$ cat src/rtl/wb_commit.sv
`default_nettype none
// ============================================================================
// Module      : wb_commit
// Description : Writeback/commit stage. Accepts at most one completed result
//               per cycle from the LSU (priority) or the ALU, registers it
//               toward the register file and the scoreboard release port,
//               and on a taken branch/jump issues a one-cycle PC redirect
//               followed by a timed flush during which results are drained.
//               Optional feature macro: WB_BYPASS_EN (adds the combinational
//               byp_valid / byp_rd / byp_data forwarding outputs).
// Revision    : 1.0 - initial release
// ============================================================================
module wb_commit #(
    parameter int XLEN         = 32,
    parameter int FLUSH_CYCLES = 2
) (
    input  logic            clk,
    input  logic            rst,
    // ALU completion port
    input  logic            alu_valid,
    input  logic [XLEN-1:0] alu_result,
    input  logic [4:0]      alu_rd,
    input  logic [XLEN-1:0] alu_target,
    input  logic            alu_target_valid,
    output logic            alu_ok,
    // LSU completion port
    input  logic            lsu_valid,
    input  logic [XLEN-1:0] lsu_data,
    input  logic [4:0]      lsu_rd,
    output logic            lsu_ok,
    // Register file write port
    output logic            rf_we,
    output logic [4:0]      rf_waddr,
    output logic [XLEN-1:0] rf_wdata,
    // Scoreboard release
    output logic            rel_valid,
    output logic [4:0]      rel_rd,
    // Redirect / flush
    output logic [XLEN-1:0] target_o,
    output logic            target_valid_o,
    output logic            flush_o
`ifdef WB_BYPASS_EN
    ,
    output logic            byp_valid,
    output logic [4:0]      byp_rd,
    output logic [XLEN-1:0] byp_data
`endif
);

    // Two-state controller: normal commit or draining wrong-path results
    localparam logic [0:0] c_ST_RUN   = 1'b0;
    localparam logic [0:0] c_ST_FLUSH = 1'b1;

    // Flush length as loaded into the 4-bit down-counter (legal range 1..15)
    localparam logic [3:0] c_FLUSH_LOAD = 4'(FLUSH_CYCLES);

    logic [0:0]      r_state;
    logic [3:0]      r_cnt;

    logic            w_in_run;
    logic            w_acc_lsu;
    logic            w_acc_alu;
    logic            w_acc;
    logic [4:0]      w_acc_rd;
    logic [XLEN-1:0] w_acc_data;
    logic            w_redirect;

    assign w_in_run = (r_state == c_ST_RUN);

    // Handshake and selection of the entry committed this cycle.
    // LSU entries are always older, so they win; in FLUSH both sides are
    // simply drained. Nothing is consumed while reset is held.
    always_comb begin
        lsu_ok     = lsu_valid & ~rst;
        alu_ok     = alu_valid & ~rst & (~w_in_run | ~lsu_valid);

        w_acc_lsu  = w_in_run & lsu_ok;
        w_acc_alu  = w_in_run & alu_ok;
        w_acc      = w_acc_lsu | w_acc_alu;

        w_acc_rd   = w_acc_lsu ? lsu_rd   : alu_rd;
        w_acc_data = w_acc_lsu ? lsu_data : alu_result;

        // A redirect only counts when its carrier is actually committed
        w_redirect = w_acc_alu & alu_target_valid;
    end

`ifdef WB_BYPASS_EN
    // Same-cycle forwarding copy of the committing entry; x0 is never forwarded
    always_comb begin
        byp_valid = w_acc & (w_acc_rd != 5'd0);
        byp_rd    = w_acc_rd;
        byp_data  = w_acc_data;
    end
`else
    // Without bypass, consumers observe results only through the register file
`endif

    // Control FSM: enter FLUSH on a committed redirect, count down, resume RUN
    always_ff @(posedge clk or posedge rst) begin
        if (rst) begin
            r_state <= c_ST_RUN;
            r_cnt   <= 4'd0;
            flush_o <= 1'b0;
        end else begin
            case (r_state)
                c_ST_RUN: begin
                    if (w_redirect) begin
                        r_state <= c_ST_FLUSH;
                        r_cnt   <= c_FLUSH_LOAD;
                        flush_o <= 1'b1;
                    end else begin
                        flush_o <= 1'b0;
                    end
                end
                c_ST_FLUSH: begin
                    // The count holds the number of flush cycles still to run
                    // including the current one; the last one returns to RUN.
                    if (r_cnt <= 4'd1) begin
                        r_state <= c_ST_RUN;
                        r_cnt   <= 4'd0;
                        flush_o <= 1'b0;
                    end else begin
                        r_cnt   <= r_cnt - 4'd1;
                        flush_o <= 1'b1;
                    end
                end
                default: begin
                    r_state <= c_ST_RUN;
                    r_cnt   <= 4'd0;
                    flush_o <= 1'b0;
                end
            endcase
        end
    end

    // Writeback register: one-cycle strobes, address/data hold when idle
    always_ff @(posedge clk or posedge rst) begin
        if (rst) begin
            rf_we     <= 1'b0;
            rf_waddr  <= 5'd0;
            rf_wdata  <= '0;
            rel_valid <= 1'b0;
            rel_rd    <= 5'd0;
        end else if (w_acc) begin
            // x0 is never written but is still released in the scoreboard
            rf_we     <= (w_acc_rd != 5'd0);
            rf_waddr  <= w_acc_rd;
            rf_wdata  <= w_acc_data;
            rel_valid <= 1'b1;
            rel_rd    <= w_acc_rd;
        end else begin
            rf_we     <= 1'b0;
            rel_valid <= 1'b0;
        end
    end

    // Redirect register: target captured with a single-cycle strobe
    always_ff @(posedge clk or posedge rst) begin
        if (rst) begin
            target_o       <= '0;
            target_valid_o <= 1'b0;
        end else begin
            target_valid_o <= w_redirect;
            if (w_redirect) begin
                target_o <= alu_target;
            end
        end
    end

endmodule
`default_nettype wire
$ cat config.mk
export PLATFORM = sky130hd
export DESIGN_NAME = wb_commit
export DESIGN_NICKNAME = d
export VERILOG_FILES = /design/src/rtl/wb_commit.sv
export SDC_FILE = /design/constraint.sdc
export NUM_CORES = 1
export LEC_CHECK = 0
export ABC_CLOCK_PERIOD_IN_PS = 5000
export BUFFER_PORTS_ARGS = -buffer_cell sky130_fd_sc_hd__clkbuf_2
export CAP_MARGIN = 20
export CORE_ASPECT_RATIO = 1.2
export CORE_MARGIN = 10
export CORE_UTILIZATION = 49
export DETAILED_ROUTE_END_ITERATION = 8
export GPL_ROUTABILITY_DRIVEN = 0
export PLACE_DENSITY = 0.86
export SYNTH_ARGS = -nofsm -noshare
export SYNTH_HDL_FRONTEND = slang
export SYNTH_SLANG_ARGS = --single-unit
$ cat constraint.sdc
create_clock -name clk -period 5 [get_ports clk]
set_input_delay 0.5 -clock clk [delete_from_list [all_inputs] [get_ports clk]]
set_output_delay 0.5 -clock clk [all_outputs]
set_load 0.01 [all_outputs]
# --- Word-level counts from Yosys, hierarchy flattened ---
# Index checks and enable logic that the tools add are counted.
word_totals:
  regBits: 77
  latch_bits: 0
  ram_bits: 0
  mem_bits_ro: 0
  in_bits: 111
  out_inout_bits: 80
  elab_cells: 33
  mem_count: 0
op_classes:
  addsub: 1
  mul: 0
  div: 0
  magnitude_cmp: 1
  n_eq_ne: 1
  shifts: 0
  n_mux: 10
  n_bitwise: 11
  n_reduce_logical: 1
ops:
  columns: ["cell", "n"]
  rows:
  - ["two-way mux 32 bit", 1]
  - ["two-way mux 4 bit", 2]
  - ["case mux 4 bit (2 select lines)", 1]
  - ["bitwise AND 1 bit", 6]
  - ["two-way mux 5 bit", 1]
  - ["nonzero test 5 bit", 1]
  - ["<= comparator 4 x 1 -> 1 bit, second input constant", 1]
  - ["two-way mux 1 bit", 4]
  - ["subtractor 4 x 1 -> 4 bit, second input constant", 1]
  - ["NOT 1 bit", 3]
  - ["inequality test 2 x 1 -> 1 bit, second input constant", 1]
  - ["OR 1 bit", 2]
  - ["case mux 1 bit (2 select lines)", 1]

# --- Depth between registers and ports, before layout ---
# Gate-level depths: netlist of the first run.
depth:
  depth_word: 7
  mapped_depth: 6
  mapped_depth_nobuf: 5

# --- Worst setup path before layout of the first run ---
# OpenSTA, ideal clock, no wires.
synth_timing:
  kind: "input-to-reg"
  start: "input rst"
  end: "register target_o[0]"
  setup_ns: 0.127
  arrival_time_ns: 1.837
  required_ns: 4.873
  slack_ns: 3.036
  cell_stages: 6
  n_path_buf: 2
  path_cell_list: "or2_1 -> buf_2 -> or4_4 -> clkinv_4 -> buf_8 -> mux2_1"
synth_via:
  elab_chain_len: 5
synth_lines:
  columns: ["element", "line_no", "source"]
  rows:
  - ["from (decl)", "18", "input logic rst,"]
  - ["NOT 1 bit", "75", "alu_ok = alu_valid & ~rst & (~w_in_run | ~lsu_valid);"]
  - ["bitwise AND 1 bit (2 in series)", "75", null]
  - ["bitwise AND 1 bit", "78", "w_acc_alu = w_in_run & alu_ok;"]
  - ["bitwise AND 1 bit", "85", "w_redirect = w_acc_alu & alu_target_valid;"]
  - ["named net w_redirect", "66", "logic w_redirect;"]
  - ["to (signal assigned)", "166", "target_o <= alu_target;"]
  - ["to (decl)", "39", "output logic [XLEN-1:0] target_o,"]
# The timed path passes the listed nets, and every way through them passes these cells.
# A chain may end at the register's enable or synchronous reset.

# --- Worst setup path after layout of the first run ---
layout_timing:
  start: "input alu_valid"
  end: "output alu_ok"
layout_via:
  elab_chain_len: 2
layout_lines:
  columns: ["element", "line_no", "source"]
  rows:
  - ["from (decl)", "20", "input logic alu_valid,"]
  - ["bitwise AND 1 bit (2 in series)", "75", null]
  - ["to (decl)", "25", "output logic alu_ok,"]
# No other way between the ends.

==> results.py, run 1 <==
metrics = {
    "synth": {
        "synthFlopType": "dfrtp_1",
        "yosys-top-cells-count": "dfrtp_1 (77), nand2_1 (34), o21ai_0 (32)",
        "syn_inst": 316,
        "synth_top_area_frac": 0.524,
        "ys_ff_latch": 77,
        "syn_area_um2": 3680,
        "syn_avg_cell_area_um2": 11.6,
        "yosys_warnings": 0,
        "synth-seq-area-share": 0.524,
        "synth_area_leaders": "dfrtp_1 (52%), mux2_4 (8.2%), a2bb2oi_1 (7.4%)",
        "synthArstFlopShare": 1.00,
        "synth_edf_count": 0,
        "synth_top_cell_by_area": "dfrtp_1",
        "yosysMostFrequentCell": "dfrtp_1",
        "ys_types": 34,
        "syn-num-nets": 429,
    },
    "floorplanning": {
        "core-area_um2": 7270,
        "boundaryPins": 191,
        "die_w_um": 99.1,
        "die_h_um": 115,
        "initial_utilization": 0.505,
        "num_rows": 34,
        "dieArea_um2": 11400,
    },
    "sta": {
        "max_freq_mhz": 379,
        "finalSetupViolations": 0,
        "hold_violations": 0,
        "tightest_slew_ns": 0.829,
        "max_slew_margin": 0.448,
        "slew_violations": 0,
        "min_period_ns": 2.64,
        "setup_tns_ns": 0,
        "finClkSkew_ns": 0.0101,
        "rsz0062_at_grt": "false",
        "period_share": 0.527,
    },
    "clocking": {
        "cts_buffer_depth": 2,
        "cts_hold_buf": 0,
        "cts_tree": "built",
        "clk_latency_ns": 0.32,
        "cts_resized": 0,
        "clock-sinks": 77,
        "clk_pin_slew_ns": 0.08,
        "htreeDepth": 3,
        "cts_setup_buffers": 0,
        "cts_root_buffer": "clkbuf_8",
        "numCtsBuffers": 9,
    },
    "status": {
        "status": "finished clean",
    },
    "job": {
        "cap_violations": 0,
    },
    "drt": {
        "drt-initial-drc-count": 126,
        "vias": 3226,
        "routed_via_density": 5.51,
        "ant_nets": 0,
        "drcViolationCount": 0,
        "avgRoutedWirePerCell_um": 18.1,
        "drt_pass1_iterations": 5,
        "drt-total-wl_mm": 10.6,
    },
    "pwr": {
        "p_per_area_nw_per_um2": 488,
        "peakVddDrop_uv": 412,
        "p_leak_uw": 0.00246,
    },
    "global_routing": {
        "grt_overflow": 0,
        "grt_pass1_vias": 3415,
        "antenna_found_initial": 0,
        "grt_pass1_wl_mm": 17.0,
        "grtUsageTotal": 0.179,
        "grt_max_degree": 72,
    },
    "layout": {
        "fin_area_um2": 4800,
        "nNetsFinal": 603,
        "area_growth_syn_to_layout_pct": 30.7,
        "n_antenna_cell": 0,
        "layout-drive-gt1-share": 0.487,
        "fillerInstances": 566,
    },
    "worst_setup_path": {
        "cp_num_buf_inv": 4,
        "endpoint_kind": "output port",
        "crit_fanout": 39,
        "path_common_cell": "clkbuf_2",
        "max_stage_delay_ns": 0.55,
        "crit_chain": "clkbuf_2 -> clkinv_1 -> buf_4 -> a211oi_1 -> clkbuf_2",
        "cp.required_ns": 4.50,
        "cp-start-kind": "input port",
        "crit_slowest_cell": "clkbuf_2",
        "critPathKind": "input port to output port",
        "crit_family": "buffers and inverters",
        "worstPathArrival_ns": 2.14,
    },
    "hold_path": {
        "holdCritPathClass": "input port to asynchronous set/reset pin",
    },
    "place": {
        "portBuffers": 190,
        "dpl.hpwl_mm": 8.07,
        "dpl_cell_area_um2": 4600,
    },
}
-- final timing paths --
kind                                    startpoint                        to  slack (ns)  cells after the start
setup / recovery                         alu_valid                    alu_ok        2.36                      5
hold / removal                                 rst  rf_wdata[19]$_DFFE_PP0P_        0.24                      2
setup reg to reg                 r_state$_DFF_PP0_  target_o[31]$_DFFE_PP0P_        2.51                      5
hold reg to reg            target_o[4]$_DFFE_PP0P_   target_o[4]$_DFFE_PP0P_        0.49                      1
max in group asynchronous                      rst  target_o[16]$_DFFE_PP0P_        3.79                      3
min in group clk                     alu_target[4]   target_o[4]$_DFFE_PP0P_        0.38                      2
-- state kept, by name, indices dropped and copies added, names as in the netlist --
signal	cells
target_valid_o	1
rel_rd	5
rf_wdata	32
r_state	1
rf_we	1
rel_valid	1
r_cnt	4
target_o	32
-- metal layers --
metal,vias up,part of all wire,global-route usage
met4,0,0.0061,0.0459
met1,1553,0.45,0.231
met3,6,0.077,0.0588
met2,149,0.47,0.283
met5,-,0,0
li1,1518,-,-
-- cell usage in the layout, fill, tap and decap left out --
cell        count
and3b_1         6
a211oi_1        1
a31o_2          1
nor3b_2         1
bufinv_16       1
nor2b_1         1
inv_6           1
clkbuf_2      190
mux2_1          7
dfrtp_1        77
inv_1           5
ha_1            2
nand2_1        34
nor2_1          2
clkinvlp_4      3
clkinv_1        1
clkinv_2        1
o221ai_1        1
a21oi_1         6
or4_1           3
mux2_2          5
or4_4           1
o22ai_1         2
o21bai_1        1
a22oi_1        31
a2bb2oi_1      31
mux2_4         20
buf_4           4
nand3b_1        1
o31ai_1         2
clkinv_4        2
o41ai_1         2
clkbuf_8       10
o21ai_0        32
or2_2           1
o2bb2ai_1       6
-- power by group --
part           switching (uW)  leakage (uW)  internal [uW]  total, uW
logic                     418       0.00143            429        847
registers                 172      0.000934            845       1020
clock network             231     0.0000951            247        478
-- stage by stage --
stage / hold WS [ns] / setup slack, ns / cells / total power (uW) / util
floorplan: 0.522 / 2.53 / 316 / 1510 / -
global placement: 0.470 / 2.36 / 569 / 1860 / 0.632
detailed placement: 0.477 / 2.30 / 569 / 1890 / 0.632
CTS: 0.243 / 2.34 / 585 / 2370 / 0.660
global route: 0.280 / 2.13 / 585 / 2500 / 0.660
finish: 0.239 / 2.36 / 585 / 2340 / 0.660
-- logic make-up (layout without fill, tap and decap cells) --
| logic type | Yosys count | after routing | synth area share |
|---|---|---|---|
| compound gates | 116 | 116 | 0.224 |
| buf+inv | 39 | 218 | 0.0585 |
| simple gates | 50 | 50 | 0.0677 |
| flops | 77 | 77 | 0.524 |
| fa+ha+maj | 2 | 2 | 0.00681 |
| mux | 32 | 32 | 0.118 |
-- area by class of cell --
cell class / count / area [um2] / share of cell area
inverter: 8 / 36.3 / 0.00755
timing repair buffer: 194 / 981 / 0.204
clock buffer: 10 / 138 / 0.0287
tap: 90 / 113 / 0.0234
multi-input combinational: 200 / 1540 / 0.320
sequential: 77 / 1930 / 0.401
clock inverter: 6 / 70.1 / 0.0146
No activity file was read; power rests on OpenSTA's default activity.
==> run 2, diff against run 1 <==
- ABC_CLOCK_PERIOD_IN_PS: 5000 -> 2200
- CORE_UTILIZATION: 49 -> 41
- PLACE_DENSITY: 0.86 -> 0.77
- clock period: 5 -> 2.2 ns (I/O delays scaled with it)
==> results.py, run 2 (synthesis gave the netlist of run 1 again) <==
metrics = {
    "worst_setup_path": {
        "worstPathArrival_ns": 2.39,
        "crit_fanout": 35,
        "cp-start-kind": "input port",
        "critPathKind": "input port to flop",
        "r2r-end": "target_o[30]$_DFFE_PP0P_",
        "rr_worst_depth": 4,
        "cp.required_ns": 2.43,
        "r2r-start": "r_state$_DFF_PP0_",
        "r2r_slack_ns": 0.24,
        "endpoint_kind": "flop",
    },
    "floorplanning": {
        "num_rows": 37,
        "initial_utilization": 0.425,
        "die_h_um": 124,
        "boundaryPins": 191,
        "dieArea_um2": 13200,
        "die_w_um": 106,
        "core-area_um2": 8660,
    },
    "clocking": {
        "cts_buffer_depth": 2,
        "clk_pin_slew_ns": 0.08,
        "clk_latency_ns": 0.35,
        "clock-sinks": 77,
        "numCtsBuffers": 9,
        "cts_tree": "built",
        "htreeDepth": 3,
        "cts_resized": 0,
        "cts_root_buffer": "clkbuf_8",
    },
    "global_routing": {
        "antenna_found_initial": 0,
        "grt_overflow": 0,
        "grt_max_degree": 71,
        "grt_pass1_wl_mm": 17.7,
        "grt_pass1_vias": 3535,
        "grtUsageTotal": 0.165,
    },
    "pwr": {
        "p_per_area_nw_per_um2": 1100,
        "peakVddDrop_uv": 400,
        "p_leak_uw": 0.00248,
    },
    "layout": {
        "largestRegisters": "rf_wdata x32, target_o x32, rel_rd x5",
        "final_common_cell": "clkbuf_2",
        "multiInputGateArea_um2": 1540,
        "nNetsFinal": 607,
        "n_antenna_cell": 0,
        "ff_latch_area_um2": 1930,
        "layout-drive-gt1-share": 0.489,
        "fin_area_um2": 4880,
        "layout_common_cells": "clkbuf_2 (190), dfrtp_1 (77), nand2_1 (34)",
        "fin_cells": 616,
        "area_growth_syn_to_layout_pct": 32.8,
        "fillerInstances": 773,
    },
    "sta": {
        "min_period_ns": 2.16,
        "hold_violations": 0,
        "setup_tns_ns": 0,
        "slew_violations": 0,
        "rsz0062_at_grt": "false",
        "finClkSkew_ns": 0.00789,
        "period_share": 0.984,
        "max_slew_margin": 0.550,
        "finalSetupViolations": 0,
        "tightest_slew_ns": 0.674,
        "max_freq_mhz": 462,
    },
    "drt": {
        "drt-initial-drc-count": 126,
        "avgRoutedWirePerCell_um": 18.0,
        "ant_nets": 0,
        "vias": 3227,
        "drcViolationCount": 0,
        "drt_pass1_iterations": 4,
        "drt-total-wl_mm": 11.1,
        "routed_via_density": 5.24,
    },
    "status": {
        "status": "finished clean",
    },
    "place": {
        "dpl.hpwl_mm": 8.41,
        "dpl_cell_area_um2": 4660,
        "portBuffers": 190,
        "dpl.cell_count": 599,
    },
    "hold_path": {
        "holdCritPathClass": "input port to flop",
        "min-delay-start": "alu_target[6]",
        "min_to": "target_o[6]$_DFFE_PP0P_",
        "hold_depth": 2,
    },
    "job": {
        "cap_violations": 0,
    },
}
[run 2: cell count changes in the layout (fill, tap and decap cells not counted)]
| cell | delta |
|---|---|
| buf_12 | +1 |
| buf_4 | +2 |
| dlygate4sd3_1 | +1 |
[run 2: through the flow]
step,utilization,hold slack (ns),total power (uW),worst slack (ns)
final,0.564,0.0881,5370,0.0356
after global routing,0.564,0.0768,5740,0.0112
after CTS,0.564,0.0731,5440,0.0601
after detailed placement,0.539,0.341,4320,0.245
after global placement,0.539,0.337,4250,0.280
after floorplan,-,0.355,3440,0.0133
[run 2: final cells by class]
class | instances | area share
timing repair buffer | 198 | 0.210
multi-input combinational | 200 | 0.315
inverter | 8 | 0.00743
clock buffer | 10 | 0.0282
clock inverter | 6 | 0.0144
tap | 117 | 0.0300
sequential | 77 | 0.395
[run 2: power breakdown]
part / switching (uW) / internal (uW) / total [uW]
combinational: 986 / 989 / 1970
sequential: 374 / 1920 / 2290
clock: 535 / 560 / 1100
[run 2: metal layers]
metal,global-route usage,up-vias,part of all wire
met4,0.0661,0,0.014
met3,0.0486,14,0.073
li1,-,1529,-
met1,0.195,1547,0.43
met2,0.277,137,0.48
met5,0,-,0
[run 2: repair_timing]
item                                   CTS  global route
endpoints found under the hold margin   32             0
setup buffers                            0             0
hold buffers                             1             0
[run 2: how the worst max path moves through the flow]
stage | cells past startpoint | slack [ns] | from | to
3_5_place_dp | 4 | 0.24 | r_state$_DFF_PP0_ | target_o[30]$_DFFE_PP0P_
5_1_grt | 6 | 0.01 | rst | target_o[30]$_DFFE_PP0P_
2_1_floorplan | 1 | 0.01 | rst | r_cnt[0]$_DFFE_PP0P_
4_1_cts | 6 | 0.06 | rst | target_o[30]$_DFFE_PP0P_
6_report | 6 | 0.04 | rst | target_o[30]$_DFFE_PP0P_
3_3_place_gp | 4 | 0.28 | r_state$_DFF_PP0_ | target_o[29]$_DFFE_PP0P_
[run 2: worst max-delay path, cell delays in order]
cell and delay, ns:
dlygate4sd3_1 0.55, clkbuf_2 0.16, or2_2 0.30, or4_4 0.46, clkinv_4 0.31, mux2_2 0.38
==> run 3, diff against run 2 <==
- ABC_CLOCK_PERIOD_IN_PS: 2200 -> 2550
- CORE_UTILIZATION: 41 -> 49
- PLACE_DENSITY: 0.77 -> 0.86
- clock period: 2.2 -> 2.55 ns (I/O delays scaled with it)
==> results.py, run 3 (synthesis gave the netlist of run 1 again) <==
metrics = {
    "status": {
        "status": "finished clean",
    },
    "pwr": {
        "p_leak_uw": 0.00249,
        "combPwrFrac": 0.357,
        "p_per_area_nw_per_um2": 970,
        "finalPower_uw": 4720,
        "peakVddDrop_uv": 585,
        "intPower_uw": 3100,
        "p_seq_frac": 0.422,
        "switching_share": 0.344,
        "clkPwrFrac": 0.221,
        "switchingPower_uw": 1630,
    },
    "global_routing": {
        "grt_overflow": 0,
        "antenna_found_initial": 0,
        "grt_max_degree": 71,
        "grtUsageTotal": 0.181,
        "grt_pass1_vias": 3365,
        "grt_pass1_wl_mm": 17.2,
    },
    "drt": {
        "drt-initial-drc-count": 181,
        "drt_pass1_iterations": 4,
        "drcViolationCount": 0,
        "drt-total-wl_mm": 10.8,
        "vias": 3241,
        "routed_via_density": 5.52,
        "ant_nets": 0,
        "avgRoutedWirePerCell_um": 18.3,
    },
    "sta": {
        "finClkSkew_ns": 0.0136,
        "min_period_ns": 2.08,
        "hold_violations": 0,
        "max_freq_mhz": 481,
        "rsz0062_at_grt": "false",
        "finalSetupViolations": 0,
        "setup_tns_ns": 0,
        "max_slew_margin": 0.540,
        "slew_violations": 0,
        "period_share": 0.815,
        "hold_slack_ns": 0.0121,
        "tightest_slew_ns": 0.687,
    },
    "worst_setup_path": {
        "worstPathArrival_ns": 2.29,
        "cp-start-kind": "flop",
        "r2r-start": "r_state$_DFF_PP0_",
        "crit_fanout": 35,
        "crit_chain": "or2_2 -> or4_4 -> clkinv_4 -> mux2_2",
        "critPathKind": "flop to flop",
        "r2r_slack_ns": 0.47,
        "crit_slowest_cell": "dfrtp_1",
        "endpoint_kind": "flop",
        "r2r-end": "target_o[30]$_DFFE_PP0P_",
        "rr_worst_depth": 4,
        "cp.required_ns": 2.76,
        "max_stage_delay_ns": 0.46,
    },
    "clocking": {
        "clk_pin_slew_ns": 0.09,
        "cts_resized": 0,
        "cts_tree": "built",
        "clock-sinks": 77,
        "numCtsBuffers": 9,
        "cts_setup_buffers": 0,
        "cts_hold_buf": 0,
        "htreeDepth": 3,
        "clk_latency_ns": 0.34,
        "cts_buffer_depth": 2,
        "cts_root_buffer": "clkbuf_8",
    },
    "floorplanning": {
        "boundaryPins": 191,
        "core-area_um2": 7270,
        "dieArea_um2": 11400,
        "die_h_um": 115,
        "num_rows": 34,
        "initial_utilization": 0.505,
        "die_w_um": 99.1,
    },
    "layout": {
        "largestRegisters": "rf_wdata x32, target_o x32, rel_rd x5",
        "area_growth_syn_to_layout_pct": 32.4,
        "layout-drive-gt1-share": 0.489,
        "layout_common_cells": "clkbuf_2 (190), dfrtp_1 (77), nand2_1 (34)",
        "nNetsFinal": 605,
        "n_antenna_cell": 0,
        "final_common_cell": "clkbuf_2",
        "fillerInstances": 562,
    },
    "hold_path": {
        "holdCritPathClass": "input port to asynchronous set/reset pin",
    },
    "job": {
        "cap_violations": 0,
    },
    "place": {
        "dpl.hpwl_mm": 8.20,
        "portBuffers": 190,
    },
}
[run 3: cell types whose count changed in the layout (fill, tap and decap cells not counted)]
cell / delta
buf_12: +1
clkinvlp_4: -2
inv_6: +1
bufinv_16: +1
buf_4: -2
dlygate4sd3_1: -1
[run 3: layer usage]
metal | global-route usage | vias up | wire (um)
met2 | 0.283 | 165 | 5080
met3 | 0.0762 | 8 | 1120
met1 | 0.223 | 1549 | 4460
met5 | 0 | - | 0
li1 | - | 1519 | -
met4 | 0.0545 | 0 | 87
[run 3: through the flow]
step | cell area, um2 | utilization | std cells | worst slack [ns]
after floorplan | 3680 | - | 316 | 0.328
after global placement | 4640 | 0.637 | 571 | 0.541
after detailed placement | 4640 | 0.637 | 571 | 0.487
after CTS | 4870 | 0.669 | 587 | 0.473
after global routing | 4870 | 0.669 | 587 | 0.417
final | 4870 | 0.669 | 587 | 0.473
[run 3: power by group through the flow]
stage | sequential, uW | clock (uW) | combinational [uW]
6_report | 1990 | 1040 | 1690
5_1_grt | 2050 | 1120 | 1850
4_1_cts | 1990 | 1070 | 1720
3_5_place_dp | 2000 | 0 | 1720
3_3_place_gp | 1980 | 0 | 1660
2_1_floorplan | 2150 | 0 | 825
[run 3: how the worst max path moves through the flow]
stage                     cells after the start                        to               from  slack (ns)
after detailed placement                      4  target_o[30]$_DFFE_PP0P_  r_state$_DFF_PP0_        0.49
after global placement                        4  target_o[28]$_DFFE_PP0P_  r_state$_DFF_PP0_        0.54
after floorplan                               1      r_cnt[0]$_DFFE_PP0P_                rst        0.33
final                                         4  target_o[30]$_DFFE_PP0P_  r_state$_DFF_PP0_        0.47
after global routing                          4  target_o[27]$_DFFE_PP0P_  r_state$_DFF_PP0_        0.42
after CTS                                     4  target_o[30]$_DFFE_PP0P_  r_state$_DFF_PP0_        0.47
[run 3: layout make-up]
cell class	count	area, um2	share of cell area
sequential	77	1930	0.396
inverter	8	36.3	0.00746
multi-input combinational	200	1540	0.316
clock buffer	10	138	0.0283
timing repair buffer	196	1020	0.210
clock inverter	6	93.8	0.0193
tap	90	113	0.0231
[run 3: critical path: cells and delay by family (launching register included)]
family                 cells  cell delay, ns
flip-flops                 1            0.46
AND/OR/NAND/NOR            2            0.79
multiplexers               1            0.39
buffers and inverters      1            0.30
